<file path="src/rtl/branch_cond_unit.sv">
// Branch condition unit: accepts a branch request, waits out any in-progress PSR
// flag update, evaluates the condition code against the flags, and reports the
// resolved next fetch address together with a saturating taken-branch count.
module branch_cond_unit #(
   parameter int unsigned CNT_W = 8
) (
   input  logic             CLK,
   input  logic             RESET,
   input  logic             br_valid,
   output logic             br_ready,
   input  logic [3:0]       br_cond,
   input  logic [15:0]      br_pc,
   input  logic [15:0]      br_disp,
   input  logic [4:0]       flag_in,
   input  logic             psr_wr,
   input  logic             flush,
   output logic             res_valid,
   output logic             res_taken,
   output logic [15:0]      res_pc,
   output logic [CNT_W-1:0] taken_cnt
);

   typedef enum logic [1:0] {
      StIdle,
      StWaitFlags,
      StResolve
   } state_e;

   state_e      state_q, state_d;
   logic        accept;
   logic        resolve;
   logic [3:0]  cond_q;
   logic [15:0] pc_q;
   logic [15:0] disp_q;
   logic        cond_met;
   logic [15:0] target;

   // Flag bits, ordered {F,L,C,N,Z} on flag_in
   logic flg_f, flg_l, flg_c, flg_n, flg_z;
   assign {flg_f, flg_l, flg_c, flg_n, flg_z} = flag_in;

   assign br_ready = (state_q == StIdle);

   // Next-state logic; flush overrides everything, including a same-cycle accept
   always_comb begin
      state_d = state_q;
      accept  = 1'b0;
      resolve = 1'b0;
      if (flush) begin
         state_d = StIdle;
      end else begin
         case (state_q)
            StIdle: begin
               if (br_valid) begin
                  accept  = 1'b1;
                  state_d = psr_wr ? StWaitFlags : StResolve;
               end
            end
            StWaitFlags: begin
               if (!psr_wr) state_d = StResolve;
            end
            StResolve: begin
               resolve = 1'b1;
               state_d = StIdle;
            end
            default: state_d = StIdle;
         endcase
      end
   end

   // Condition decode against the live flags (valid once no PSR write is pending)
   always_comb begin
      cond_met = 1'b0;
      case (cond_q)
         4'b0000: cond_met = flg_z;
         4'b0001: cond_met = !flg_z;
         4'b0010: cond_met = flg_c;
         4'b0011: cond_met = !flg_c;
         4'b0100: cond_met = flg_l;
         4'b0101: cond_met = !flg_l;
         4'b0110: cond_met = flg_n;
         4'b0111: cond_met = !flg_n;
         4'b1000: cond_met = flg_f;
         4'b1001: cond_met = !flg_f;
         4'b1010: cond_met = !flg_l && !flg_z;
         4'b1011: cond_met = flg_l || flg_z;
         4'b1100: cond_met = !flg_n && !flg_z;
         4'b1101: cond_met = flg_n || flg_z;
         4'b1110: cond_met = 1'b1;
         default: cond_met = 1'b0;
      endcase
   end

   // Next fetch address, halfword aligned
   always_comb begin
      target    = cond_met ? (pc_q + disp_q) : (pc_q + 16'd2);
      target[0] = 1'b0;
   end

   // State register
   always_ff @(posedge CLK or posedge RESET) begin
      if (RESET) state_q <= StIdle;
      else       state_q <= state_d;
   end

   // Request capture on acceptance
   always_ff @(posedge CLK or posedge RESET) begin
      if (RESET) begin
         cond_q <= 4'd0;
         pc_q   <= 16'd0;
         disp_q <= 16'd0;
      end else if (accept) begin
         cond_q <= br_cond;
         pc_q   <= br_pc;
         disp_q <= br_disp;
      end
   end

   // Result registers and statistics; the count moves together with res_valid
   always_ff @(posedge CLK or posedge RESET) begin
      if (RESET) begin
         res_valid <= 1'b0;
         res_taken <= 1'b0;
         res_pc    <= 16'd0;
         taken_cnt <= '0;
      end else begin
         res_valid <= resolve;
         if (resolve) begin
            res_taken <= cond_met;
            res_pc    <= target;
            if (cond_met && (taken_cnt != {CNT_W{1'b1}})) taken_cnt <= taken_cnt + 1'b1;
         end
      end
   end

endmodule

</file>
<file path="config.mk">
export PLATFORM = sky130hd
export DESIGN_NAME = branch_cond_unit
export DESIGN_NICKNAME = d
export VERILOG_FILES = /design/src/rtl/branch_cond_unit.sv
export SDC_FILE = /design/constraint.sdc
export NUM_CORES = 1
export LEC_CHECK = 0
export CORE_MARGIN = 1.5
export CORE_UTILIZATION = 56
export DETAILED_ROUTE_END_ITERATION = 12
export PLACE_DENSITY = 0.86
export SLEW_MARGIN = 10
export SYNTH_ARGS = -nofsm -noshare
export SYNTH_HDL_FRONTEND = slang
export SYNTH_SLANG_ARGS = --single-unit
</file>
<file path="constraint.sdc">
create_clock -name CLK -period 6.4 [get_ports CLK]
set_clock_uncertainty 0.05 [all_clocks]
set_input_delay 1.92 -clock CLK [delete_from_list [all_inputs] [get_ports CLK]]
set_output_delay 1.92 -clock CLK [all_outputs]
set_load 0.05 [all_outputs]
</file>
==> results of run 1 <==
per-stage QoR:
step	hold slack (ns)	setup slack [ns]	power [uW]
2_1_floorplan	0.425	2.60	1210
3_3_place_gp	0.411	1.77	1450
3_5_place_dp	0.416	1.69	1480
4_1_cts	0.430	2.06	1840
5_1_grt	0.453	1.89	1950
6_report	0.426	2.04	1830
kinds of logic after synthesis:
group,after synthesis
compound gates,75
xor+xnor,28
fa+ha+maj,17
buf+inv,26
flops,63
mux,42
other cells,1
simple gates,118
final cells by class:
| class | instances | area (sq um) |
|---|---|---|
| multi-input cells | 281 | 2010 |
| fillers | 461 | 1690 |
| flip-flops and latches | 63 | 1580 |
| repair buffers | 75 | 741 |
| clock buffers | 11 | 151 |
| well taps | 77 | 96.3 |
| clock inverters | 4 | 45.0 |
| inverters | 11 | 41.3 |
synth_stat cells, types with 9 or more instances:
cell | count | area share
o21ai_0 | 27 | 0.037
nand3_1 | 16 | 0.022
ha_1 | 16 | 0.054
xnor2_1 | 20 | 0.048
mux2_2 | 36 | 0.11
clkbuf_1 | 9 | 0.0092
dfrtp_1 | 63 | 0.43
nand2_1 | 35 | 0.036
a21oi_1 | 20 | 0.027
nor2_1 | 26 | 0.026
inv_1 | 11 | 0.011
per-layer routing:
| metal | global-route usage | vias up | wire [microns] |
|---|---|---|---|
| met5 | 0 | - | 0 |
| met2 | 0.412 | 91 | 4040 |
| li1 | - | 1469 | - |
| met4 | 0.0835 | 0 | 187 |
| met3 | 0.0413 | 17 | 382 |
| met1 | 0.325 | 1442 | 3610 |
worst paths after layout:
check	start	end	slack, ns	cells past startpoint
worst min-delay path	res_taken	res_taken	0.43	1
min in group asynchronous	RESET	state_q[1]	2.07	3
worst min register to register	res_taken	res_taken	0.43	1
worst max register to register	cond_q[2]	taken_cnt[3]	3.61	8
max in group asynchronous	RESET	res_taken	3.70	3
worst max-delay path	flag_in[0]	taken_cnt[3]	2.04	9
where the power goes:
| part | internal, uW | total [uW] | leakage (uW) | switching [uW] |
|---|---|---|---|---|
| Combinational | 361 | 883 | 0.00109 | 522 |
| Sequential | 501 | 600 | 0.000766 | 99.0 |
| Clock | 197 | 348 | 0.000105 | 151 |
| Total | 1060 | 1830 | 0.00196 | 773 |
sequential cells by signal (all words and copies together), names as in the netlist:
name / flops
taken_cnt: 8
cond_q: 4
state_q: 2
disp_q: 16
pc_q: 16
res_pc: 15
res_taken: 1
res_valid: 1
==> out/metrics.cfg, run 1 <==
[sta]
drv_slew = 0
setup_tns_ns = 0
grt_setup_unrepaired = false
relSlewSlack = 0.426
finalSetupViolCount = 0
worstMarginPinSlew_ns = 0.858
hold_viol_final = 0
period_needed_ns = 4.36
period_share = 0.681
fmax_mhz = 230

[yosys]
ys_types = 50
synthMuxAreaShare = 0.126
synth-compound-area-share = 0.126
synth_edf_count = 0
synth_xor_area_frac = 0.0686
syn_nets = 433
synth_cells = 370
synth.cell_area_sq_um = 3690
ys_seq_area_frac = 0.428
synth-main-ff-cell = dfrtp_1
ys_ff_latch = 63
yosys_warnings = 0
synthArstFlopShare = 1.00
synthSimpleGateAreaFrac = 0.161
synth.avg_cell_area_sq_um = 9.96
synth_top_family_by_area = simple AND/OR/NAND/NOR gates
synthAdderAreaFrac = 0.0597

[detailed_routing]
ant_nets = 0
via_count = 3019
vias_per_cell = 5.78
first_iter_violations = 157
drc = 0
routedWlPerCell_microns = 15.8
firstDrtPassIters = 4
drt_wl_total_mm = 8.23

[status]
outcome = finished clean

[worst_hold_path]
hold_path_class = flop to flop

[place]
hpwlAfterDp_mm = 6.09
gp_congestion = 0.805
dp_cells = 507
dpl_cell_area_sq_um = 4460
io_buffers = 71

[worst_setup_path]
max_stage_delay_ns = 0.60
crit_path_top_delay_cell = or4b_4
crit_type = input pin to flop
cp_max_fo = 15
crit_path_end_kind = flop
cp_data_arrival_time_ns = 4.53
path_cells = clkdlybuf4s50_1, o21bai_2, a22oi_1, a2111oi_2, nor3_1, buf_4, or2_1, or4b_4, xnor2_2
cpLargestDelayFamily = simple AND/OR/NAND/NOR gates
crit_buf_inv = 2
required_ns = 6.58
cp-start-kind = input pin

[grt]
grt_usage = 0.246
grt_max_degree = 64
grt-ovfl-total = 0
antenna_found_initial = 0
grt_pass1_wl_mm = 13.9
first_global_vias = 2952

[layout]
drive_above_1_share = 0.151
syn_to_final_growth_pct = 26.3
layout_common_cells = clkdlybuf4s50_1 (71), dfrtp_1 (63), mux2_2 (36)
final_cells = 522
final_common_cell = clkdlybuf4s50_1
diodes = 0
layout.nets = 504
fin_area_sq_um = 4660
postLayoutCoreUtil = 0.733

[clock_network]
cts_made_buffers = 9
cts_resized = 0
cts_tree = built
cts.sinks = 63
cts_setup_buffers = 0
cts.hold.buffers_added = 0
htreeDepth = 3
clk-insertion-delay-late_ns = 0.34
clock_path_buffers = 2
clk_pin_slew_ns = 0.07
cts_root_buf = clkbuf_8

[power]
p_leak_uw = 0.00196
powerDensity_nw_per_um2 = 393
peakVddDrop_uv = 399

[floorplanning]
dieArea_sq_um = 7080
die_y_microns = 84.1
coreArea_sq_um = 6350
initial_core_util = 0.580
io_pins = 73
die_w_microns = 84.1
rows = 29

[run]
cap_violations = 0

No activity file was read; power rests on OpenSTA's default activity.
==> inputs of run 2 (changes only) <==
CORE_UTILIZATION = 47   (was 56)
PLACE_DENSITY = 0.77   (was 0.86)
clock period = 3.65 ns   (was 6.4 ns; I/O delays follow)
==> run 2 against run 1 <==
Effect of this change:
- setup slack worse by 1.5 ns
- flip-flop and latch count unchanged
- clock power grew 87%
- highest routed layer unchanged
==> out/metrics.cfg, run 2 (same netlist as run 1, synthesis figures left out) <==
[layout]
diodes = 0
syn_to_final_growth_pct = 29.0
drive_above_1_share = 0.158
layout_common_cells = clkdlybuf4s50_1 (71), dfrtp_1 (63), mux2_2 (36)
final_common_cell = clkdlybuf4s50_1
layout.nets = 509
top_regs = disp_q x16, pc_q x16, res_pc x15

[worst_setup_path]
required_ns = 3.82
crit_path_top_delay_cell = or4b_4
r2r_cells = 8
max_stage_delay_ns = 0.53
cp_max_fo = 5
cp-start-kind = input pin
r2r-start = pc_q[3]
r2r-end = res_pc[14]
crit_path_end_kind = flop
crit_type = input pin to flop
cp_data_arrival_time_ns = 3.31
path_cells = clkdlybuf4s50_1, o21bai_2, a22oi_1, a2111oi_2, nor3_1, or2_1, or4b_4, xnor2_2
regToRegSetupSlack_ns = 1.03

[clock_network]
cts_made_buffers = 9
cts.hold.buffers_added = 0
clk-insertion-delay-late_ns = 0.34
cts_setup_buffers = 0
cts.sinks = 63
cts_resized = 0
clk_pin_slew_ns = 0.07
cts_tree = built
htreeDepth = 3
clock_path_buffers = 2
cts_root_buf = clkbuf_8

[floorplanning]
die_y_microns = 91.6
coreArea_sq_um = 7650
io_pins = 73
rows = 32
dieArea_sq_um = 8380
die_w_microns = 91.6
initial_core_util = 0.482

[sta]
hold_viol_final = 0
fmax_mhz = 318
post-route-worst-setup-slack_ns = 0.509
drv_slew = 0
finalSetupViolCount = 0
relSlewSlack = 0.580
period_needed_ns = 3.14
period_share = 0.860
setup_tns_ns = 0
worstMarginPinSlew_ns = 0.628
grt_setup_unrepaired = false

[place]
pre_cts_slack_ns = 0.141
io_buffers = 71
gp_congestion = 0.976
hpwlAfterDp_mm = 6.13

[detailed_routing]
firstDrtPassIters = 4
ant_nets = 0
vias_per_cell = 5.48
routedWlPerCell_microns = 14.7
via_count = 3027
drc = 0
first_iter_violations = 185
drt_wl_total_mm = 8.13

[grt]
antenna_found_initial = 0
first_global_vias = 2899
grt_pass1_wl_mm = 13.5
grt_usage = 0.204
grt-ovfl-total = 0
grt_max_degree = 40

[run]
cap_violations = 0

[worst_hold_path]
worstHoldStart = res_pc[3]
whs_endpoint = res_pc[3]
hold_depth = 2
hold_path_class = flop to flop

[power]
powerDensity_nw_per_um2 = 685
p_leak_uw = 0.00199
peakVddDrop_uv = 424

[status]
outcome = finished clean

run 2: cell types whose count changed in the layout (fill, tap and decap cells not counted):
cell,change
clkinv_2,-1
clkbuf_1,+1
buf_12,+1
clkbuf_8,-1
buf_4,+4
bufinv_16,+1
run 2: area by class of cell:
cell class              count  area [sq um]
fillers                   642          2890
multi-input cells         281          2010
flip-flops and latches     63          1580
repair buffers             80           791
clock buffers              11           141
well taps                 102           128
clock inverters             4          70.1
inverters                  11          41.3
run 2: critical path, delay by kind of cell:
kind	cells	cell delay, ns
buffers and inverters	1	0.48
XOR/XNOR	1	0.14
AND/OR/NAND/NOR	3	0.94
AO/OA/AOI/OAI	3	0.66
run 2: worst max path at each step:
stage	startpoint	end	slack [ns]	depth (start not counted)
2_1_floorplan	flag_in[3]	taken_cnt[3]	0.67	8
3_3_place_gp	flag_in[0]	taken_cnt[3]	0.18	8
3_5_place_dp	flag_in[0]	taken_cnt[3]	0.14	8
4_1_cts	flag_in[0]	taken_cnt[3]	0.50	8
5_1_grt	flag_in[0]	res_pc[13]	0.38	9
6_report	flag_in[0]	taken_cnt[3]	0.51	8
run 2: layer usage:
metal | routed length (microns) | vias up | part of all wire | track usage
met2 | 4010 | 102 | 0.49 | 0.346
met4 | 218 | 0 | 0.027 | 0.0742
met3 | 386 | 23 | 0.048 | 0.0469
met1 | 3510 | 1428 | 0.43 | 0.254
met5 | 0 | - | 0 | 0
li1 | - | 1474 | - | -
run 2: per-stage QoR:
stage / hold slack [ns] / cell area [sq um] / std cells / util / power, uW
floorplan: 0.425 / 3690 / 370 / - / 2130
global placement: 0.417 / 4540 / 537 / 0.594 / 2570
detailed placement: 0.420 / 4540 / 537 / 0.594 / 2610
CTS: 0.435 / 4750 / 552 / 0.622 / 3270
global route: 0.460 / 4750 / 552 / 0.622 / 3440
finish: 0.430 / 4750 / 552 / 0.622 / 3260
run 2: report_power, final:
part	total, uW	switching, uW	leakage [uW]	internal (uW)
Combinational	1560	909	0.00112	649
Sequential	1050	168	0.000766	879
Clock	651	254	0.000109	397
==> inputs of run 3 (changes only) <==
ABC_CLOCK_PERIOD_IN_PS = 3650   (was not set)
PLACE_DENSITY = 0.82   (was 0.77)
TNS_END_PERCENT = 5   (was not set)
==> run 3 against run 2 <==
Effect of this change:
- largest cell class unchanged
- first-iteration DRC count shrank 9.7%
- setup slack lost 0.035 ns
- flip-flop and latch count stayed put
- die area stayed put
- sequential power about the same
- global-route usage rose by 0.53 points
- power up 0.54%
- via count is 0.17% higher
- critical path type unchanged
- routed wire length decreased by 0.71%
- clock power is 3.8% higher
- final area rose by 0.11%
- worst hold slack better by 0.0018 ns
- largest power group unchanged
==> out/metrics.cfg, run 3 (same netlist as run 1, synthesis figures left out) <==
[status]
outcome = finished clean

[layout]
layout_common_cells = clkdlybuf4s50_1 (71), dfrtp_1 (63), mux2_2 (36)
nFillCells = 619
drive_above_1_share = 0.156
final_common_cell = clkdlybuf4s50_1
syn_to_final_growth_pct = 29.1
layout.nets = 508
top_regs = disp_q x16, pc_q x16, res_pc x15
fin_area_sq_um = 4760
diodes = 0

[place]
io_buffers = 71
gp_congestion = 0.860
dpl_cell_area_sq_um = 4530
hpwlAfterDp_mm = 6.16

[clock_network]
clk_pin_slew_ns = 0.07
clock_path_buffers = 2
cts_resized = 0
cts_root_buf = clkbuf_8
cts.sinks = 63
htreeDepth = 3
cts_setup_buffers = 0
cts.hold.buffers_added = 0
cts_tree = built
clk-insertion-delay-late_ns = 0.34
cts_made_buffers = 9

[grt]
grt_usage = 0.210
grt_pass1_wl_mm = 13.8
antenna_found_initial = 0
first_global_vias = 2974
grt_max_degree = 40
grt-ovfl-total = 0

[detailed_routing]
ant_nets = 0
routedWlPerCell_microns = 14.6
vias_per_cell = 5.49
drt_wl_total_mm = 8.07
first_iter_violations = 167
firstDrtPassIters = 4
drc = 0
via_count = 3032

[floorplanning]
initial_core_util = 0.482
coreArea_sq_um = 7650
rows = 32
io_pins = 73
die_w_microns = 91.6
dieArea_sq_um = 8380
die_y_microns = 91.6

[sta]
period_share = 0.870
fmax_mhz = 315
relSlewSlack = 0.579
hold_viol_final = 0
setup_tns_ns = 0
worstMarginPinSlew_ns = 0.631
period_needed_ns = 3.18
finalSetupViolCount = 0
drv_slew = 0
grt_setup_unrepaired = false

[worst_hold_path]
hold_path_class = flop to flop
worstHoldStart = res_pc[2]

[run]
cap_violations = 0

[worst_setup_path]
crit_start = flag_in[0]
crit_path_end_kind = flop
path_cells = clkdlybuf4s50_1, o21bai_2, a22oi_1, a2111oi_2, nor3_1, or2_1, buf_4, nor3b_1, o31a_1
cp_data_arrival_time_ns = 3.34
cp_max_fo = 14
max_stage_delay_ns = 0.55
crit_type = input pin to flop
required_ns = 3.82
cp-start-kind = input pin
crit_path_top_delay_cell = clkdlybuf4s50_1
crit_buf_inv = 2
r2r-start = pc_q[3]
cpLargestDelayFamily = buffers and inverters

[power]
sequentialPowerShare = 0.320
powerDensity_nw_per_um2 = 688
switching_share = 0.405
p_int_uw = 1950
p_comb_frac = 0.474
peakVddDrop_uv = 372
p_leak_uw = 0.00199
power.switching_uw = 1330
clkPwrFrac = 0.206

-- run 3: changes by cell type in the layout (fill, tap and decap cells not counted) --
cell,delta
clkbuf_1,+1
buf_4,-1
clkbuf_8,+1
clkinv_2,-1
-- run 3: per-layer routing --
metal	vias up	track usage	wire length [microns]
met5	-	0	0
met4	0	0.0924	275
met3	24	0.0544	318
met2	83	0.353	3980
met1	1450	0.251	3490
li1	1475	-	-
-- run 3: layout make-up --
cell class	instances	area, sq um	area share
multi-input combinational	281	2010	0.422
sequential	63	1580	0.331
timing repair buffer	79	783	0.165
clock buffer	13	159	0.0334
tap	102	128	0.0268
clock inverter	3	65.1	0.0137
inverter	11	41.3	0.00868
-- run 3: final timing paths --
kind                            slack (ns)          to  cells after the start
worst max-delay path                  0.47  res_pc[13]                      9
worst max register to register        0.90  res_pc[14]                      8
min in group asynchronous             1.11   cond_q[2]                      2
worst min-delay path                  0.43   res_pc[2]                      2
worst min register to register        0.43   res_pc[2]                      2
max in group asynchronous             1.83  res_pc[13]                      3
-- run 3: per-stage QoR --
step,setup WS [ns],utilization,instances,hold slack [ns],total power (uW)
after floorplan,0.672,-,370,0.425,2130
after global placement,0.183,0.593,536,0.410,2570
after detailed placement,0.151,0.593,536,0.419,2600
after CTS,0.500,0.622,552,0.436,3290
after global routing,0.327,0.622,552,0.463,3480
final,0.475,0.622,552,0.432,3270
-- run 3: power groups by stage --
stage / clock network, uW / registers, uW / logic [uW]
floorplan: 0 / 1360 / 764
global route: 719 / 1080 / 1690
global placement: 0 / 1050 / 1520
detailed placement: 0 / 1060 / 1540
CTS: 692 / 1050 / 1550
finish: 676 / 1050 / 1550
-- run 3: worst reg2reg max path, stage by stage (launching register included) --
cell and delay, ns:
dfrtp_1 0.44, ha_1 0.27, or2_2 0.31, o221a_2 0.27, o21ai_0 0.29, o21ai_0 0.22
a221oi_1 0.42, mux2i_1 0.27, nand3_1 0.09
